==> src/rtl/prog_loader_if.sv <==
// Byte-stream source and program-memory write bus
// shared between the loader and its surroundings.
interface prog_loader_if #(
  parameter int ADDR_W = 4
);
  logic              in_valid;
  logic [7:0]        in_data;
  logic              in_ready;
  logic              mem_we;
  logic [ADDR_W-1:0] mem_addr;
  logic [7:0]        mem_wdata;

  modport master (
    output in_valid,
    output in_data,
    input  in_ready,
    input  mem_we,
    input  mem_addr,
    input  mem_wdata
  );

  modport slave (
    input  in_valid,
    input  in_data,
    output in_ready,
    output mem_we,
    output mem_addr,
    output mem_wdata
  );
endinterface

==> src/rtl/prog_loader.sv <==
// Program loader: length/payload/checksum byte stream
// into program memory; holds the core in reset meanwhile.
module prog_loader #(
  parameter int ADDR_W = 4
) (
  input  logic           clk,
  input  logic           rst,
  input  logic           start,
  prog_loader_if.slave   bus,
  output logic           cpu_rst,
  output logic           busy,
  output logic           done,
  output logic           err
);

  localparam int CNT_W = ADDR_W + 1;
  localparam int DEPTH = 1 << ADDR_W;
  localparam logic [CNT_W-1:0] ONE = CNT_W'(1);
  localparam logic [8:0] DEPTH_9 = 9'(DEPTH);

  typedef enum logic [2:0] {
    S_IDLE,
    S_LEN,
    S_DATA,
    S_CSUM,
    S_DONE
  } state_t;

  state_t            state;
  state_t            state_n;
  logic [CNT_W-1:0]  len;
  logic [CNT_W-1:0]  cnt;
  logic [7:0]        acc;
  logic              we_q;
  logic [ADDR_W-1:0] addr_q;
  logic [7:0]        wdata_q;
  logic              done_q;
  logic              err_q;

  logic accept;
  logic len_ok;
  logic last;
  logic sum_ok;
  logic launch;

  assign accept = bus.in_valid & bus.in_ready;
  assign len_ok = (bus.in_data != 8'd0) &&
                  ({1'b0, bus.in_data} <= DEPTH_9);
  assign last   = (cnt == len - ONE);
  assign sum_ok = (bus.in_data == acc);
  assign launch = start &&
                  (state == S_IDLE || state == S_DONE);

  assign bus.in_ready  = busy;
  assign bus.mem_we    = we_q;
  assign bus.mem_addr  = addr_q;
  assign bus.mem_wdata = wdata_q;
  assign done          = done_q;
  assign err           = err_q;

  // State register
  always_ff @(posedge clk) begin
    if (rst) state <= S_IDLE;
    else     state <= state_n;
  end

  // Next-state and state-decoded outputs
  always_comb begin
    state_n = state;
    busy    = 1'b0;
    cpu_rst = 1'b1;
    unique case (state)
      S_IDLE: begin
        if (start) state_n = S_LEN;
      end
      S_LEN: begin
        busy = 1'b1;
        if (accept)
          state_n = len_ok ? S_DATA : S_IDLE;
      end
      S_DATA: begin
        busy = 1'b1;
        if (accept && last) state_n = S_CSUM;
      end
      S_CSUM: begin
        busy = 1'b1;
        if (accept)
          state_n = sum_ok ? S_DONE : S_IDLE;
      end
      S_DONE: begin
        cpu_rst = 1'b0;
        if (start) state_n = S_LEN;
      end
      default: state_n = S_IDLE;
    endcase
  end

  // Session datapath: length, counter, checksum, flags
  always_ff @(posedge clk) begin
    if (rst) begin
      len    <= '0;
      cnt    <= '0;
      acc    <= '0;
      done_q <= 1'b0;
      err_q  <= 1'b0;
    end else if (launch) begin
      len    <= '0;
      cnt    <= '0;
      acc    <= '0;
      done_q <= 1'b0;
      err_q  <= 1'b0;
    end else if (accept) begin
      unique case (state)
        S_LEN: begin
          if (len_ok) len <= CNT_W'(bus.in_data);
          else        err_q <= 1'b1;
        end
        S_DATA: begin
          cnt <= cnt + ONE;
          acc <= acc + bus.in_data;
        end
        S_CSUM: begin
          if (sum_ok) done_q <= 1'b1;
          else        err_q  <= 1'b1;
        end
        default: ;
      endcase
    end
  end

  // Registered memory write, one cycle after a payload byte
  always_ff @(posedge clk) begin
    if (rst) begin
      we_q    <= 1'b0;
      addr_q  <= '0;
      wdata_q <= '0;
    end else begin
      we_q <= accept && (state == S_DATA);
      if (accept && state == S_DATA) begin
        addr_q  <= cnt[ADDR_W-1:0];
        wdata_q <= bus.in_data;
      end
    end
  end

endmodule

==> src/flat_wrapper.sv <==
// flat-port wrapper written by rule: the top's interface ports become plain ports
module prog_loader_flat 
#(
  parameter int ADDR_W = 4
)
  (clk, rst, start, cpu_rst, busy, done, err, bus_in_valid, bus_in_data, bus_in_ready, bus_mem_we, bus_mem_addr, bus_mem_wdata);
  prog_loader_if #(.ADDR_W(ADDR_W)) bus_i ();
  input  logic clk;
  input  logic rst;
  input  logic start;
  output logic cpu_rst;
  output logic busy;
  output logic done;
  output logic err;
  input wire logic [$bits(bus_i.in_valid)-1:0] bus_in_valid;
  input wire logic [$bits(bus_i.in_data)-1:0] bus_in_data;
  output wire logic [$bits(bus_i.in_ready)-1:0] bus_in_ready;
  output wire logic [$bits(bus_i.mem_we)-1:0] bus_mem_we;
  output wire logic [$bits(bus_i.mem_addr)-1:0] bus_mem_addr;
  output wire logic [$bits(bus_i.mem_wdata)-1:0] bus_mem_wdata;
  assign bus_i.in_valid = bus_in_valid;
  assign bus_i.in_data = bus_in_data;
  assign bus_in_ready = bus_i.in_ready;
  assign bus_mem_we = bus_i.mem_we;
  assign bus_mem_addr = bus_i.mem_addr;
  assign bus_mem_wdata = bus_i.mem_wdata;
  prog_loader #(.ADDR_W(ADDR_W)) u_core (.clk(clk), .rst(rst), .start(start), .bus(bus_i), .cpu_rst(cpu_rst), .busy(busy), .done(done), .err(err));
endmodule
==> config.mk <==
export PLATFORM = sky130hd
export DESIGN_NAME = prog_loader_flat
export DESIGN_NICKNAME = d
export VERILOG_FILES = /design/src/rtl/prog_loader_if.sv /design/src/rtl/prog_loader.sv /design/src/flat_wrapper.sv
export SDC_FILE = /design/constraint.sdc
export NUM_CORES = 1
export LEC_CHECK = 0
export CAP_MARGIN = 0
export CORE_MARGIN = 2
export CORE_UTILIZATION = 45
export DETAILED_ROUTE_END_ITERATION = 16
export PLACE_DENSITY = 0.69
export REMOVE_ABC_BUFFERS = 1
export SLEW_MARGIN = 20
export SYNTH_ARGS = -nofsm -noshare
export SYNTH_HDL_FRONTEND = slang
export SYNTH_SLANG_ARGS = --single-unit
==> constraint.sdc <==
create_clock -name clk -period 2.3 [get_ports clk]
set_input_delay 0.23 -clock clk [delete_from_list [all_inputs] [get_ports clk]]
set_output_delay 0.23 -clock clk [all_outputs]
set_load 0.05 [all_outputs]
# --- Word level (Yosys, flattened, before mapping) ---
# Index checks and enable logic that the tools add are counted.
# Widths: inputs -> output; s select.
classes:
  n_addsub: 3
  multipliers: 0
  div_mod_pow: 0
  magnitude_cmp: 1
  eq_ne: 12
  n_shift: 0
  mux: 12
  bitwise_logic: 1
  reduce_logical: 16
ops:
  columns: ["operator", "n"]
  rows:
  - ["$mux 3", 5]
  - ["$pmux 3 s4", 1]
  - ["$add 8x8->8", 1]
  - ["$eq 8x8->1", 1]
  - ["$le 8x5->1 const B", 1]
  - ["$ne 2x1->1 const B", 4]
  - ["$reduce_and 4->1", 2]
  - ["$reduce_bool 8->1", 1]
  - ["$eq 3x2->1 const B", 2]
  - ["$reduce_and 3->1", 2]
  - ["$add 5x1->5 const B", 1]
  - ["$eq 5x5->1", 1]
  - ["$sub 5x1->5 const B", 1]
  - ["$logic_and 1x1->1", 4]
  - ["$mux 1", 4]
  - ["$ne 2x2->1 const B", 2]
  - ["$reduce_or 2->1", 2]
  - ["$eq 3x1->1 const B", 1]
  - ["$eq 3x3->1 const B", 1]
  - ["$logic_not 3->1", 1]
  - ["$reduce_or 3->1", 1]
  - ["$mux 2", 1]
  - ["$pmux 1 s2", 1]
  - ["$reduce_and 2->1", 1]
  - ["other kinds (3)", 3]
word_totals:
  reg_bits: 36
  latch_bits: 0
  ram_bits: 0
  rom_bits: 0
  input_bits: 12
  output_inout_bits: 18
  mem_count: 0

# --- Depth between registers and ports, before layout ---
# Gate-level depths: netlist of run 1.
depth:
  word_depth: 7
  mapped_depth: 8
  depth_no_buf: 8

# --- Least setup slack after synthesis of run 1 ---
# No wires, ideal clock.
synth_path:
  kind: "register -> register"
  from: "register u_core.acc[0]"
  to: "register u_core.acc[6]"
  t_arrival_ns: 1.776
  setup_slack_ns: 0.451
  path_stages_with_launch: 9
  period_less_slack_ns: 1.849
  path_cell_list: "dfxtp_1 ha_1 inv_1 fa_1 nor2b_4 o31a_1 o21a_1 or4_4 o211ai_2"
synth_via:
  elab_chain_len: 1
synth_rtl:
  columns: ["item", "line", "source"]
  rows:
  - ["start: declaration", "prog_loader.sv:33", "logic [7:0] acc;"]
  - ["start signal: assignment", "prog_loader.sv:120", "acc <= acc + bus.in_data;"]
  - ["$add 8x8->8", "prog_loader.sv:120", null]
# Every way passes these cells.
# A chain may end at the register's enable or synchronous reset.

# --- Final worst setup path of run 1 ---
layout_path:
  from: "register u_core.state[0]"
  to: "output port busy"
layout_via:
  elab_chain_len: 3
  elab_cells_between_ends: 5
  classes_between: "eq/ne (3); mux (1); reduce/logical (1)"
layout_rtl:
  columns: ["item", "line", "source"]
  rows:
  - ["start: declaration", "prog_loader.sv:29", "state_t state;"]
  - ["start signal: assignment", "prog_loader.sv:64", "else state <= state_n;"]
  - ["$eq 3x1->1 or $eq 3x2->1 (tied branches)", "prog_loader.sv:72", "unique case (state)"]
  - ["$reduce_or 3->1 (no line) *", null, null]
  - ["$mux 1 *", "prog_loader.sv:72", null]
  - ["end: declaration", "flat_wrapper.sv:12", "output logic busy;"]
# Every way passes the cells marked *; elsewhere a longest branch is shown, timed or not.

==> flow_summary_export.csv, run 1 <==
group,metric,value,unit
synthesis,synth_edf_count,0,
critical_path,arrival,1.80,ns
worst_hold_path,worstHoldPathType,"reg2reg",
synthesis,synth_area,0.00186,mm2
critical_path,regToRegStartpoint,"u_core.acc[1]",
sta,worstMarginPinSlew,0.515,ns
global_routing,grt_pass1_wl,6680,um
cts,cts-root-buf,"clkbuf_8",
floorplanning,core,0.00400,mm2
placed_design,dp_hpwl,3100,um
route,drt_first_pass_iters,4,
synthesis,synth_warnings,0,
worst_hold_path,hold-path-endpoint,"u_core.done",
sta,setup_slack,0.270,ns
floorplanning,die_width,68.3,um
floorplanning,initial_core_util,0.465,
critical_path,cp_max_fo,5,
synthesis,synth_top_area_cell,"dfxtp_1",
sta,fin_crit_sh,0.883,
worst_hold_path,min_delay_path_depth,2,
synthesis,yosys-top-cells-count,"nand2_1 (40), dfxtp_1 (36), a21oi_1 (27)",
synthesis,syn_area_per_cell,8.26,um2
sta,period_needed,2.03,ns
critical_path,rr_worst_depth,6,
floorplanning,fp.dieH,68.3,um
critical_path,ff2ff_setup_slack,0.37,ns
global_routing,grt_overflow,0,
cts,cts_buffer_depth,2,
route,vias_per_cell,5.18,
sta,slew_violations,0,
route,drc,0,
global_routing,grt_util_all_layers,0.195,
floorplanning,die_area,0.00466,mm2
sta,setup_violations,0,
route,wl,4100,um
placed_design,port_buffers,29,
layout,final_util,0.587,
worst_hold_path,worstHoldStart,"u_core.done",
layout,area_growth,26.2,%
status,run_status,"complete, no violations",
route,wire_per_inst,13.0,um
synthesis,yosysSeqAreaShare,0.388,
flow_run,maxCapViolations,0,
synthesis,yosys-top-cells-area,"dfxtp_1 (39%), nand2_1 (8.1%), a21oi_1 (7.3%), ha_1 (6.1%), nor2_1 (4.6%)",
sta,max_freq,0.493,GHz
synthesis,synthCells,225,
route,detail-route-antenna-nets,0,
placed_design,gp_congestion,0.834,
floorplanning,io_pins,30,
sta,relSlewSlack,0.656,
power_and_ir_drop,p_leak,0.928,nW
layout,drive_gt1_frac,0.109,
synthesis,synthArstFlopShare,0,
critical_path,cp-end-kind,"output pin",
critical_path,path_class,"reg2out",
sta,skew,0.00713,ns
sta,grt_setup_unrepaired,"no",
critical_path,crit_path_start_kind,"register",
sta,finalHoldViolCount,0,
global_routing,antenna_found_initial,0,
cts,cts_resized,0,
cts,htree_num_levels,2,
critical_path,required,2.07,ns
synthesis,synth_cell_type_count,42,
route,vias,1637,
cts,clk_pin_slew,0.07,ns
synthesis,synth-seq-cells,36,
cts,cts.sinks,36,
global_routing,grt_max_degree,23,
placed_design,place_area,0.00226,mm2
cts,numCtsBuffers,5,
floorplanning,std_cell_rows,23,
synthesis,yosysMostFrequentCell,"nand2_1",
critical_path,worstReg2RegEnd,"u_core.acc[7]",
global_routing,grt_pass1_vias,1461,
cts,clk_latency,0.29,ns
layout,final_nets,287,
route,drtIter0Drc,117,
synthesis,ys.flop_type,"dfxtp_1",
power_and_ir_drop,ir_drop,306,uV
synthesis,synth_top_cell_area_share,0.388,
layout,postLayoutCellArea,0.00235,mm2
cts,cts_tree,"done",
cts,cts_setup_buffers,0,
placed_design,pre_cts_slack,-0.00899,ns
power_and_ir_drop,power.density,585,mW/mm2
cts,ctsHoldBuffers,0,
layout,antenna_cells,0,
## per-layer routing
metal / routed length, um / track usage / vias to the layer above
met5: 0 / 0 / -
met4: 50 / 0.0675 / 0
met3: 174 / 0.0510 / 5
met2: 1930 / 0.311 / 26
met1: 1950 / 0.254 / 758
li1: - / - / 848
## state kept, by name (all words and copies together), names as in the netlist
name                  cells
u_core.acc                8
u_core.bus.mem_wdata      8
u_core.cnt                5
u_core.len                5
u_core.bus.mem_addr       4
u_core.state              3
u_core.bus.mem_we         1
u_core.done               1
u_core.err                1
## cell type report
type                            count  area [um2]
Inverter                            9        33.8
Fill cell                         359        1650
Clock inverter                      3        18.8
Sequential cell                    36         721
Tap cell                           50        62.6
Multi-Input combinational cell    169        1040
Timing Repair Buffer               44         403
Clock buffer                        5        68.8
## critical path, stage by stage, from the launching register on
cell             delay [ns]
dfxtp_1                0.42
nor2_1                 0.13
nor2_1                 0.14
clkdlybuf4s50_1        0.82
## logic make-up after synthesis
kind of cell | count (synthesis) | synth area share
AND/OR/NAND/NOR | 90 | 0.227
AO/OA/AOI/OAI | 47 | 0.152
flip-flops | 36 | 0.388
buffers and inverters | 20 | 0.0532
XOR/XNOR | 15 | 0.0707
adder cells (fa/ha/maj) | 10 | 0.0713
multiplexers | 7 | 0.0384
## layout by cell type (no fill, tap or decap), types with 3 or more instances in the layout
cell type and count:
nand2_1 40, dfxtp_1 36, clkdlybuf4s50_1 29, a21oi_1 27, nor2_1 23, buf_4 15
ha_1 9, xnor2_1 8, inv_1 7, xor2_1 7, mux2i_1 6, clkbuf_8 5
a211oi_1 4, nand3_1 4, nor3_1 4, nand4_1 3, nor4_1 3, o21ai_0 3
## worst max-delay path by stage
stage / end / slack [ns] / depth (start not counted) / start
2_1_floorplan: bus_in_ready / 0.29 / 2 / u_core.state[1]
3_3_place_gp: u_core.acc[7] / 0.02 / 8 / bus_in_data[0]
3_5_place_dp: u_core.acc[7] / -0.009 / 7 / bus_in_data[1]
4_1_cts: busy / 0.27 / 3 / u_core.state[0]
5_1_grt: u_core.acc[7] / 0.13 / 7 / bus_in_data[1]
6_report: busy / 0.27 / 3 / u_core.state[0]
## stage by stage
stage | hold slack, ns | setup TNS, ns | instances | power [mW]
floorplan | 0.299 | 0 | 214 | 0.824
global placement | 0.440 | 0 | 308 | 0.937
detailed placement | 0.446 | -0.00899 | 308 | 0.939
CTS | 0.456 | 0 | 316 | 1.39
global route | 0.479 | 0 | 316 | 1.44
finish | 0.454 | 0 | 316 | 1.37
## power by group
part / internal, mW / switching [mW] / leakage [nW] / total, mW
Clock: 0.211 / 0.238 / 0.0479 / 0.449
Sequential: 0.640 / 0.0122 / 0.291 / 0.652
Combinational: 0.107 / 0.166 / 0.589 / 0.273
(Power assumes the default switching activity.)
==> run 2: changes to the inputs <==
- CORE_MARGIN: 2 -> 1.5
- REMOVE_ABC_BUFFERS: 1 -> not set
==> run 2 against run 1 <==
  * Sequential cell count unchanged
  * Die area fell by 2.9%
  * Clock-buffer cell count increased by 1
==> flow_summary_export.csv, run 2 (synthesis results as in run 1) <==
group,metric,value,unit
critical_path,cp-end-kind,"output pin",
floorplanning,core,0.00400,mm2
layout,final_nets,284,
global_routing,grt_overflow,0,
layout,area_growth,26.1,%
cts,cts_buffer_depth,2,
global_routing,grt_pass1_wl,7020,um
critical_path,crit_path_start_kind,"register",
sta,slew_violations,0,
critical_path,crit_top_cell,"nor2_1",
route,vias_per_cell,5.16,
route,detail-route-antenna-nets,0,
cts,cts-root-buf,"clkbuf_8",
placed_design,pre_cts_slack,-0.0507,ns
critical_path,path_cells,"nor2_1 -> nor2_1 -> clkdlybuf4s50_1",
sta,worstMarginPinSlew,0.503,ns
sta,period_needed,2.12,ns
sta,fin_crit_sh,0.921,
power_and_ir_drop,comb_power_share,0.178,
route,wire_per_inst,13.0,um
floorplanning,die_area,0.00453,mm2
status,run_status,"complete, no violations",
power_and_ir_drop,fin_total_pwr,1.47,mW
power_and_ir_drop,sequentialPowerShare,0.447,
global_routing,grt_util_all_layers,0.205,
critical_path,required,2.07,ns
layout,final_util,0.586,
power_and_ir_drop,p_sw,0.404,mW
route,drc,0,
layout,mostFrequentLayoutCell,"nand2_1",
cts,numCtsBuffers,5,
sta,skew,0.00514,ns
sta,finalHoldViolCount,0,
flow_run,maxCapViolations,0,
cts,cts.sinks,36,
global_routing,antenna_found_initial,0,
power_and_ir_drop,p_leak,0.921,nW
layout,drive_gt1_frac,0.0951,
power_and_ir_drop,clkPwrFrac,0.375,
power_and_ir_drop,power.density,626,mW/mm2
synthesis,syn-num-nets,247,
floorplanning,initial_core_util,0.465,
layout,postLayoutCellArea,0.00234,mm2
power_and_ir_drop,p_int,1.06,mW
sta,hold-worst-slack,0.450,ns
critical_path,cpPeakStageDelay,0.82,ns
critical_path,path_class,"reg2out",
critical_path,ff2ff_setup_slack,0.36,ns
power_and_ir_drop,ir_drop,353,uV
layout,finalNonFillerCells,313,
critical_path,critPathSlowestCell,"clkdlybuf4s50_1",
sta,relSlewSlack,0.661,
power_and_ir_drop,swShare,0.275,
placed_design,place_inst,305,
cts,clk_pin_slew,0.07,ns
route,wl,4060,um
sta,grt_setup_unrepaired,"no",
cts,cts_setup_buffers,0,
route,vias,1614,
placed_design,dp_hpwl,3030,um
sta,max_freq,0.472,GHz
floorplanning,die_width,67.3,um
placed_design,gp_congestion,0.820,
global_routing,grt_max_degree,24,
layout,antenna_cells,0,
floorplanning,std_cell_rows,23,
sta,setup_slack,0.182,ns
cts,htree_num_levels,2,
floorplanning,fp.dieH,67.3,um
cts,ctsHoldBuffers,0,
layout,layout_common_cells,"nand2_1 (40), dfxtp_1 (36), clkdlybuf4s50_1 (29), a21oi_1 (27), nor2_1 (23)",
cts,cts_tree,"done",
layout,nFillCells,373,
route,drtIter0Drc,89,
cts,clk_latency,0.29,ns
critical_path,arrival,1.89,ns
placed_design,place_area,0.00224,mm2
critical_path,cp_max_fo,10,
sta,fin_setup_tns,0,ns
placed_design,port_buffers,29,
cts,cts_resized,0,
route,drt_first_pass_iters,4,
sta,setup_violations,0,
global_routing,grt_pass1_vias,1482,
worst_hold_path,worstHoldPathType,"reg2reg",
floorplanning,io_pins,30,
## run 2: cell count changes in the layout (fill, tap and decap cells not counted), sizes merged
| cell | change |
|---|---|
| buf | -3 |
| clkinv | -2 |
| bufinv | +1 |
| clkbuf | +1 |
## run 2: final timing paths
| path | startpoint | cells after the start | endpoint |
|---|---|---|---|
| max | u_core.state[1] | 3 | bus_in_ready |
| min | u_core.done | 2 | u_core.done |
| max reg2reg | u_core.acc[0] | 8 | u_core.acc[6] |
| min reg2reg | u_core.done | 2 | u_core.done |
## run 2: layout make-up
type / count / area (um2) / area share
multi-input combinational: 169 / 1040 / 0.443
timing repair buffer: 41 / 380 / 0.162
inverter: 9 / 33.8 / 0.0144
tap: 50 / 62.6 / 0.0267
clock inverter: 2 / 35.0 / 0.0149
clock buffer: 6 / 72.6 / 0.0309
sequential: 36 / 721 / 0.307
## run 2: layer usage
layer | share of wire | GRT usage | vias to the layer above
li1 | - | - | 847
met3 | 0.033 | 0.0517 | 5
met2 | 0.44 | 0.298 | 25
met5 | 0 | 0 | -
met4 | 0.012 | 0.0561 | 0
met1 | 0.52 | 0.299 | 737
## run 2: critical path, delay by kind of cell, from the launching register on
family | cells | cell delay [ns]
buffers and inverters | 1 | 0.82
flip-flops | 1 | 0.49
AND/OR/NAND/NOR | 2 | 0.29
## run 2: power by group through the flow
stage	registers [mW]	clock network (mW)	logic (mW)
final	0.656	0.550	0.261
after global routing	0.659	0.584	0.284
after CTS	0.656	0.559	0.262
after detailed placement	0.670	0	0.261
after global placement	0.670	0	0.260
after floorplan	0.689	0	0.156
==> run 3: changes to the inputs <==
- DONT_BUFFER_PORTS: not set -> 1
- PLACE_DENSITY: 0.69 -> not set
==> run 3 against run 2 <==
  * Maximum frequency increased by 9.6%
  * Largest cell class unchanged
  * Final cell count shrank 11%
  * Critical path depth increased by 3
  * Worst hold slack got worse by 0.38 ns
  * Sequential cell count stayed put
  * Setup slack gained 0.18 ns
  * Total power is 3.9% lower
==> flow_summary_export.csv, run 3 (synthesis results as in run 1) <==
group,metric,value,unit
sta,skew,0.00177,ns
critical_path,rr_worst_depth,6,
critical_path,cp_max_fo,3,
placed_design,port_buffers,0,
sta,max_freq,0.517,GHz
placed_design,place_inst,269,
layout,final_nets,250,
global_routing,grt_max_degree,23,
route,vias,1477,
critical_path,path_class,"reg2reg",
layout,mostFrequentLayoutCell,"nand2_1",
cts,cts.sinks,36,
route,drtIter0Drc,107,
status,run_status,"complete, no violations",
layout,final_util,0.507,
cts,cts_buffer_depth,2,
critical_path,cpPeakStageDelay,0.35,ns
floorplanning,fp.dieH,67.3,um
sta,relSlewSlack,0.654,
cts,clk_latency,0.28,ns
layout,antenna_cells,0,
global_routing,grt_pass1_vias,1383,
sta,grt_setup_unrepaired,"no",
route,drc,0,
power_and_ir_drop,fin_total_pwr,1.41,mW
route,vias_per_cell,5.29,
cts,ctsHoldBuffers,2,
power_and_ir_drop,power.density,695,mW/mm2
layout,postLayoutCellArea,0.00203,mm2
route,detail-route-antenna-nets,0,
worst_hold_path,worstHoldPathType,"in2reg",
critical_path,crit_path_start_kind,"register",
cts,cts_resized,0,
sta,setup_violations,0,
worst_hold_path,worstHoldStart,"bus_in_data[5]",
layout,seqCellArea,721,um2
layout,drive_gt1_frac,0.0873,
flow_run,maxCapViolations,0,
worst_hold_path,hold-path-endpoint,"u_core.bus.mem_wdata[5]",
sta,fin_setup_tns,0,ns
layout,nFillCells,417,
placed_design,pre_cts_slack,0.374,ns
placed_design,gp_congestion,0.798,
route,drt_first_pass_iters,4,
floorplanning,initial_core_util,0.465,
sta,period_needed,1.93,ns
sta,fin_crit_sh,0.840,
sta,slew_violations,0,
layout,finalNonFillerCells,279,
cts,htree_num_levels,2,
critical_path,cp_top_family,"compound AO/OA/AOI/OAI gates",
layout,area_growth,9.09,%
cts,clk_pin_slew,0.07,ns
floorplanning,io_pins,30,
placed_design,place_area,0.00190,mm2
critical_path,regToRegStartpoint,"u_core.acc[1]",
global_routing,grt_pass1_wl,6600,um
critical_path,critPathSlowestCell,"mux2_1",
critical_path,ff2ff_setup_slack,0.37,ns
global_routing,antenna_found_initial,0,
cts,cts_tree,"done",
placed_design,dp_hpwl,2910,um
critical_path,worstReg2RegEnd,"u_core.acc[7]",
layout,multi_input_area,0.00104,mm2
critical_path,required,2.47,ns
global_routing,grt_overflow,0,
layout,layout_common_cells,"nand2_1 (40), dfxtp_1 (36), a21oi_1 (27), nor2_1 (22), ha_1 (9)",
cts,cts_setup_buffers,0,
floorplanning,std_cell_rows,23,
sta,finalHoldViolCount,0,
critical_path,crit_buf_inv,0,
sta,hold-worst-slack,0.0711,ns
cts,cts-root-buf,"clkbuf_8",
power_and_ir_drop,p_leak,0.787,nW
sta,worstMarginPinSlew,0.519,ns
critical_path,path_cells,"ha_1 -> a211oi_1 -> o211ai_1 -> and3_1 -> nor3_1 -> mux2_1",
worst_hold_path,min_delay_path_depth,2,
global_routing,grt_util_all_layers,0.196,
critical_path,cp-end-kind,"register",
route,wl,3990,um
floorplanning,core,0.00400,mm2
synthesis,syn-num-nets,247,
power_and_ir_drop,ir_drop,409,uV
sta,setup_slack,0.367,ns
critical_path,arrival,2.10,ns
floorplanning,die_area,0.00453,mm2
cts,numCtsBuffers,5,
floorplanning,die_width,67.3,um
route,wire_per_inst,14.3,um
run 3: routing by layer:
metal	routed length [um]	part of all wire	vias to the layer above	track usage
met2	1820	0.46	26	0.301
met1	1890	0.47	671	0.268
met4	46	0.012	0	0.0663
met5	0	0	-	0
li1	-	-	774	-
met3	231	0.058	6	0.0517
run 3: cell type report:
class                           instances  area share
Clock buffer                            5      0.0339
Clock inverter                          3      0.0210
Inverter                                9      0.0167
Multi-Input combinational cell        169       0.514
Sequential cell                        36       0.355
Tap cell                               50      0.0308
Timing Repair Buffer                    7      0.0284
run 3: worst max path at each step:
stage / start / end / slack [ns] / depth (start not counted)
floorplan: u_core.acc[0] / u_core.acc[6] / 0.45 / 8
global placement: u_core.acc[0] / u_core.acc[6] / 0.40 / 8
detailed placement: u_core.acc[1] / u_core.acc[7] / 0.37 / 6
CTS: u_core.acc[1] / u_core.acc[7] / 0.36 / 6
global route: u_core.acc[1] / u_core.acc[7] / 0.23 / 6
finish: u_core.acc[1] / u_core.acc[7] / 0.37 / 6
run 3: where the power goes:
part	switching (mW)	total (mW)	leakage (nW)	internal [mW]
combinational	0.116	0.175	0.442	0.0597
clock	0.231	0.551	0.0541	0.321
sequential	0.0432	0.683	0.291	0.640
